<file path="src/rtl/gate_bist_ctrl.sv">
// Self-test sequencer for a 2-input combinational gate: walks vectors 00..11,
// holds each for SETTLE_CYCLES, samples dut_y and accumulates mismatches.
module gate_bist_ctrl #(
    parameter logic [3:0] TRUTH         = 4'b1001,
    parameter int         SETTLE_CYCLES = 2
) (
    input  logic       clk,
    input  logic       rst,
    input  logic       start,
    input  logic       abort,
    input  logic       dut_y,
    output logic       dut_a,
    output logic       dut_b,
    output logic       busy,
    output logic       done,
    output logic       pass,
    output logic [3:0] fail_mask,
    output logic [2:0] err_cnt,
    output logic [1:0] vec_idx
);

    typedef enum logic [1:0] {
        IDLE   = 2'd0,
        SETTLE = 2'd1,
        SAMPLE = 2'd2,
        DONE   = 2'd3
    } state_t;

    typedef struct packed {
        logic       pass;
        logic [3:0] fail_mask;
        logic [2:0] err_cnt;
    } result_t;

    localparam logic [3:0] CNT_LAST = 4'(SETTLE_CYCLES - 1);

    state_t     state, state_nxt;
    logic [3:0] cnt, cnt_nxt;
    logic [1:0] vec_nxt;
    result_t    res, res_nxt;
    logic       mismatch;

    assign mismatch = (dut_y != TRUTH[vec_idx]);

    always_ff @(posedge clk) begin
        if (rst) begin
            state   <= IDLE;
            cnt     <= '0;
            vec_idx <= '0;
            res     <= '0;
        end else begin
            state   <= state_nxt;
            cnt     <= cnt_nxt;
            vec_idx <= vec_nxt;
            res     <= res_nxt;
        end
    end

    always_comb begin
        state_nxt = state;
        cnt_nxt   = cnt;
        vec_nxt   = vec_idx;
        res_nxt   = res;
        case (state)
            IDLE: begin
                // abort wins over a simultaneous start
                if (start && !abort) begin
                    state_nxt = SETTLE;
                    cnt_nxt   = '0;
                    vec_nxt   = '0;
                    res_nxt   = '0;
                end
            end
            SETTLE: begin
                if (abort) begin
                    state_nxt    = IDLE;
                    cnt_nxt      = '0;
                    res_nxt.pass = 1'b0;
                end else if (cnt == CNT_LAST) begin
                    state_nxt = SAMPLE;
                    cnt_nxt   = '0;
                end else begin
                    cnt_nxt = cnt + 4'd1;
                end
            end
            SAMPLE: begin
                if (abort) begin
                    state_nxt    = IDLE;
                    cnt_nxt      = '0;
                    res_nxt.pass = 1'b0;
                end else begin
                    if (mismatch) begin
                        res_nxt.fail_mask[vec_idx] = 1'b1;
                        res_nxt.err_cnt            = res.err_cnt + 3'd1;
                    end
                    if (vec_idx == 2'd3) begin
                        // pass must reflect the final vector's compare too
                        state_nxt    = DONE;
                        res_nxt.pass = (res_nxt.err_cnt == 3'd0);
                    end else begin
                        state_nxt = SETTLE;
                        vec_nxt   = vec_idx + 2'd1;
                        cnt_nxt   = '0;
                    end
                end
            end
            DONE: begin
                state_nxt = IDLE;
            end
            default: begin
                state_nxt = IDLE;
            end
        endcase
    end

    assign busy           = (state == SETTLE) || (state == SAMPLE);
    assign done           = (state == DONE);
    assign {dut_a, dut_b} = busy ? vec_idx : 2'b00;
    assign pass           = res.pass;
    assign fail_mask      = res.fail_mask;
    assign err_cnt        = res.err_cnt;

endmodule

</file>
<file path="config.mk">
export PLATFORM = sky130hd
export DESIGN_NAME = gate_bist_ctrl
export DESIGN_NICKNAME = d
export VERILOG_FILES = /design/src/rtl/gate_bist_ctrl.sv
export SDC_FILE = /design/constraint.sdc
export NUM_CORES = 1
export LEC_CHECK = 0
export ABC_AREA = 1
export CORE_MARGIN = 4
export CORE_UTILIZATION = 55
export DETAILED_ROUTE_END_ITERATION = 10
export DONT_BUFFER_PORTS = 1
export PLACE_DENSITY_LB_ADDON = 0.3
export SETUP_SLACK_MARGIN = 0.15
export SKIP_LAST_GASP = 1
export SLEW_MARGIN = 20
export SYNTH_ARGS = -nofsm -noshare
export SYNTH_HDL_FRONTEND = slang
export SYNTH_SLANG_ARGS = --single-unit
</file>
<file path="constraint.sdc">
create_clock -name clk -period 1.51 [get_ports clk]
set_input_delay 0.2265 -clock clk [delete_from_list [all_inputs] [get_ports clk]]
set_output_delay 0.2265 -clock clk [all_outputs]
set_load 0.02 [all_outputs]
</file>
; After elaboration in Yosys (flattened, before gate mapping)
; Cells that the tools add are included.
; Widths: inputs -> output; s select.
[word_totals]
register_bits = 16
out_inout_bits = 14
wordCells = 71
[classes]
n_addsub = 3
n_lt_le_gt_ge = 2
eq_ne = 14
muxes = 31
bitwise = 1
reduce_logical = 14
[ops]
columns = cell, count
row1 = $mux 7, 4
row2 = $mux 4, 5
row3 = $mux 2, 9
row4 = $pmux 7 s2, 1
row5 = $pmux 4 s3, 1
row6 = $reduce_and 4->1, 3
row7 = $ne 2x2->1 const B, 5
row8 = $ne 3x3->1 const B, 3
row9 = $mux 8, 1
row10 = $pmux 2 s4, 1
row11 = $eq 2x2->1 const B, 3
row12 = $reduce_and 3->1, 2
row13 = $mux 1, 5
row14 = $add 4x1->4 const B, 1
row15 = $eq 4x1->1 const B, 1
row16 = $or 4x4->4, 1
row17 = $pmux 2 s2, 1
row18 = $add 3x1->3 const B, 1
row19 = $logic_not 3->1, 1
row20 = $lt 2x3->1 const B, 1
row21 = $pmux 1 s3, 1
row22 = $reduce_bool 3->1, 1
row23 = $add 2x1->2 const B, 1
row24 = $bmux 1 s2, 1
row25 = 10 further kinds, 11

; Longest topological paths before layout
[logic_depth]
ltp_word = 12
depth_mapped = 11
mapped_depth_nobuf = 11

; Worst setup path after synthesis
; Ideal clock, no wire load.
[synth_timing]
path_kind = register to register
from = register vec_idx[0]
to = register res (netlist bit fail_mask[3])
setup_ps = 138
arrival_ps = 1482
slack_ps = -110
path_stages_with_launch = 10
period_less_slack_ps = 1620
cell_sequence = dfxtp_1 inv_1 ha_1 inv_1 nand2_1 nand2_1 nor2_1 nor2_4 nand2_1 a21oi_1
[synth_via]
elab_chain_len = 10
word_cells_on_any_way = 16
[synth_lines]
columns = element, line_no
row1 = start: declaration, 19  ; output logic [1:0] vec_idx
row2 = start signal: assignment, 54  ; vec_idx <= vec_nxt;
row3 = $lt 2x3->1 (not written as such) / $ge 2x1->1 (equally long branches), 93  ; res_nxt.fail_mask[vec_idx] = 1'b1;
row4 = $logic_and 1x1->1 (not written as such), 93
row5 = $mux 1 (not written as such), 93
row6 = $demux 1 s2, 93
row7 = $or 4x4->4 (no source line), -
row8 = $mux 7, 92  ; if (mismatch) begin
row9 = $mux 7, 87  ; if (abort) begin
row10 = $mux 7, 64  ; case (state)
row11 = $mux 7, 87
row12 = $pmux 7 s2, 64
row13 = end signal: assignment, 55  ; res <= res_nxt;
row14 = end: declaration, 40  ; result_t res, res_nxt;
; Parallel ways exist; a longest one is shown, timed or not. The select of a mux whose other input is x is not followed.
; A chain may end at the register's enable or synchronous reset.

; Worst setup path in the final report
[layout_timing]
from = register state[1]
to = register res (netlist bit fail_mask[1])
[layout_via]
elab_chain_len = 3
word_cells_on_any_way = 8
[layout_lines]
columns = element, line_no
row1 = start: declaration, 37  ; state_t state, state_nxt;
row2 = start signal: assignment, 52  ; state <= state_nxt;
row3 = $eq 2x2->1 / $logic_not 2->1 (equally long branches), 64
row4 = $ne 2x2->1 (no source line) / $reduce_bool 2->1 (equally long branches), -
row5 = $reduce_and 4->1 (no source line), -
; Parallel ways exist; a longest one is shown, timed or not.

==> results.sh <==
export IMPL_route_detailed_drc=0
export IMPL_placement_cell_area_um2=1130
export IMPL_ys_seq_area_frac=0.314
export IMPL_worst_clock_skew_ns=0.0117
export IMPL_vdd_drop_max_mv=0.704
export IMPL_synthesis_area_um2=1020
export IMPL_critical_path_top_delay_family="simple AND/OR/NAND/NOR gates"
export IMPL_timing_final_ws_setup_ns=0.0605
export IMPL_ant_nets=0
export IMPL_criticalPathCategory="flip-flop to flip-flop"
export IMPL_switching_power_uw=626
export IMPL_syn2layout_area_growth_pct=40.7
export IMPL_antenna_cells=0
export IMPL_cp_data_required_time_ns=1.74
export IMPL_avgSynthCellArea_um2=6.93
export IMPL_drt_pass1_iter_count=4
export IMPL_multi_input_comb_area_um2=749
export IMPL_power_frac_comb=0.493
export IMPL_io_pins=19
export IMPL_max_stage_delay_ns=0.37
export IMPL_period_needed_ns=1.45
export IMPL_track_usage=0.205
export IMPL_grt_max_degree=10
export IMPL_clock_sinks=16
export IMPL_critPathBufInv=1
export IMPL_cp_common_cell="nand2_1"
export IMPL_post_synth_num_cell_types=21
export IMPL_die_h_um=51.0
export IMPL_power_density_nw_per_um2=1050
export IMPL_core_um2=1750
export IMPL_synthCells=147
export IMPL_relSlewSlack=0.773
export IMPL_fmax_mhz=690
export IMPL_first_global_vias=979
export IMPL_worstSetupEndpointType="flip-flop"
export IMPL_pre_cts_slack_ns=-0.0118
export IMPL_num_rows=15
export IMPL_p_sw_frac=0.416
export IMPL_setup_tns_ns=0
export IMPL_gp_congestion=0.940
export IMPL_hold_class="input port to flip-flop"
export IMPL_crit_arrival_ns=1.68
export IMPL_start_kind="flip-flop"
export IMPL_clock_path_buffers=2
export IMPL_ys_warn_count=0
export IMPL_seqCellArea_um2=337
export IMPL_drv_cap=0
export IMPL_hold_violations=0
export IMPL_die_x_um=51.0
export IMPL_via_per_inst=5.45
export IMPL_period_share=0.960
export IMPL_grt_pass1_wl_mm=4.02
export IMPL_nNetsFinal=188
export IMPL_initial_core_util=0.584
export IMPL_antenna_found_initial=0
export IMPL_slowest_stage="dfxtp_4"
export IMPL_internal_power_uw=880
export IMPL_finalSetupViolations=0
export IMPL_numCtsBuffers=3
export IMPL_clockRootBuffer="clkbuf_4"
export IMPL_clk_pin_slew_ns=0.10
export IMPL_seqPwrFrac=0.347
export IMPL_die_area_um2=2600
export IMPL_worst_pin_slew_ns=0.339
export IMPL_drtIter0Drc=20
export IMPL_design_area_um2=1430
export IMPL_ys_seq_elements=16
export IMPL_drv_slew=0
export IMPL_path_cells="buf_6 -> ha_4 -> nand2_1 -> o21ai_2 -> nand2_2 -> nor2_4 -> nand2_1 -> a21oi_1"
export IMPL_status="complete, no violations"
export IMPL_port_buffers=0
export IMPL_p_leak_nw=0.626
export IMPL_vias=1068
export IMPL_n_fill_cell=108
export IMPL_synth_fp_nets=163
export IMPL_clkPwrFrac=0.160
export IMPL_grt_overflow=0
export IMPL_clk_latency_ns=0.29
export IMPL_routedWlPerCell_um=14.5
export IMPL_cts_tree="built"
export IMPL_final_layout_size_suffix_gt1_frac=0.427
export IMPL_place_hpwl_mm=1.58
export IMPL_wl_mm=2.85
export IMPL_htree_num_levels=1
export IMPL_cp_max_fo=5
export IMPL_rsz0062_at_grt="yes"
-- through the flow --
step	util	hold WS [ns]	total power, mW	instances
3_3_place_gp	0.647	0.288	0.985	178
4_1_cts	0.726	0.142	1.33	189
5_1_grt	0.821	0.176	1.61	196
3_5_place_dp	0.647	0.292	1.00	178
2_1_floorplan	-	0.472	0.895	147
6_report	0.821	0.176	1.51	196
-- worst reg2reg max path, stage by stage, from the launching register on --
cell     delay (ns)
dfxtp_4        0.37
buf_6          0.10
ha_4           0.17
nand2_1        0.14
o21ai_2        0.12
nand2_2        0.14
nor2_4         0.14
nand2_1        0.08
a21oi_1        0.14
-- power groups by stage --
stage,sequential (mW),combinational (mW),clock [mW]
after global routing,0.530,0.804,0.275
after global placement,0.517,0.468,0
after CTS,0.510,0.568,0.248
after floorplan,0.538,0.357,0
final,0.523,0.743,0.241
after detailed placement,0.520,0.482,0
-- cells by family after synthesis --
family,share of synthesized area
adder cells (fa/ha/maj),0.135
flip-flops,0.314
AO/OA/AOI/OAI,0.108
buffers and inverters,0.0995
AND/OR/NAND/NOR,0.343
-- final cells by class --
type / count / share of cell area
clock buffers: 4 / 0.0183
inverters: 26 / 0.0821
multi-input cells: 104 / 0.523
flip-flops and latches: 16 / 0.235
well taps: 25 / 0.0218
repair buffers: 21 / 0.120
-- placed cells by master, fill, tap and decap left out --
cell type / n
o21ai_2: 1
nor2_2: 2
buf_6: 3
o21ai_0: 1
nand2_4: 6
o31ai_1: 1
nor2_4: 3
nand3_4: 1
ha_2: 1
ha_1: 5
o21ai_4: 1
buf_4: 17
clkbuf_4: 3
nor3_1: 3
ha_4: 5
nand3_2: 3
nand3_1: 5
nand2_2: 6
inv_1: 14
inv_2: 4
nor2_1: 9
clkbuf_1: 1
nor3_2: 1
a21oi_1: 13
a21oi_2: 2
or2_1: 1
nand2_1: 32
dfxtp_4: 4
inv_4: 8
dfxtp_1: 11
nor3b_2: 1
dfxtp_2: 1
dlygate4sd3_1: 1
o21ai_1: 1
-- what timing repair did --
item / CTS / global route
cloned: 0 / 0
buffers inserted: 6 / 7
endpoints found under the setup margin: 18 / 20
endpoints found under the hold margin: 7 / 0
pin swaps: 2 / 16
resized for setup: 21 / 30
hold buffers: 1 / 0
-- worst paths after layout --
kind              slack, ns            to       start  cells past startpoint
setup / recovery       0.06  fail_mask[1]    state[1]                      8
hold reg to reg        0.51    vec_idx[0]  vec_idx[0]                      2
setup reg to reg       0.06  fail_mask[1]    state[1]                      8
hold / removal         0.18    vec_idx[0]         rst                      3
-- registers in the layout, summed over array words and instances, names as in the netlist --
signal	count
fail_mask	4
err_cnt	3
cnt	4
pass	1
state	2
vec_idx	2
-- synth_stat cells --
| master | instances | area (um^2) |
|---|---|---|
| ha_1 | 11 | 138 |
| or2_1 | 1 | 6.26 |
| nand2_2 | 3 | 18.8 |
| nand3_4 | 1 | 17.5 |
| clkbuf_1 | 1 | 3.75 |
| nor2_1 | 12 | 45.0 |
| dfxtp_1 | 16 | 320 |
| nor3_2 | 1 | 10.0 |
| a21oi_1 | 15 | 75.1 |
| nor3_1 | 3 | 15.0 |
| nand2_4 | 1 | 11.3 |
| nand2_1 | 40 | 150 |
| inv_1 | 22 | 82.6 |
| o21ai_2 | 2 | 17.5 |
| nor2_4 | 2 | 22.5 |
| nand3_1 | 8 | 40.0 |
| inv_2 | 4 | 15.0 |
| nor3b_2 | 1 | 12.5 |
| o21ai_1 | 1 | 5.00 |
| o31ai_1 | 1 | 7.51 |
| o21ai_0 | 1 | 5.00 |
-- routing by layer --
metal,up-vias,part of all wire,track usage
li1,508,-,-
met1,496,0.39,0.244
met2,53,0.51,0.350
met3,11,0.079,0.0437
met4,0,0.024,0.0942
met5,-,0,0
No activity file was read; power rests on OpenSTA's default activity.
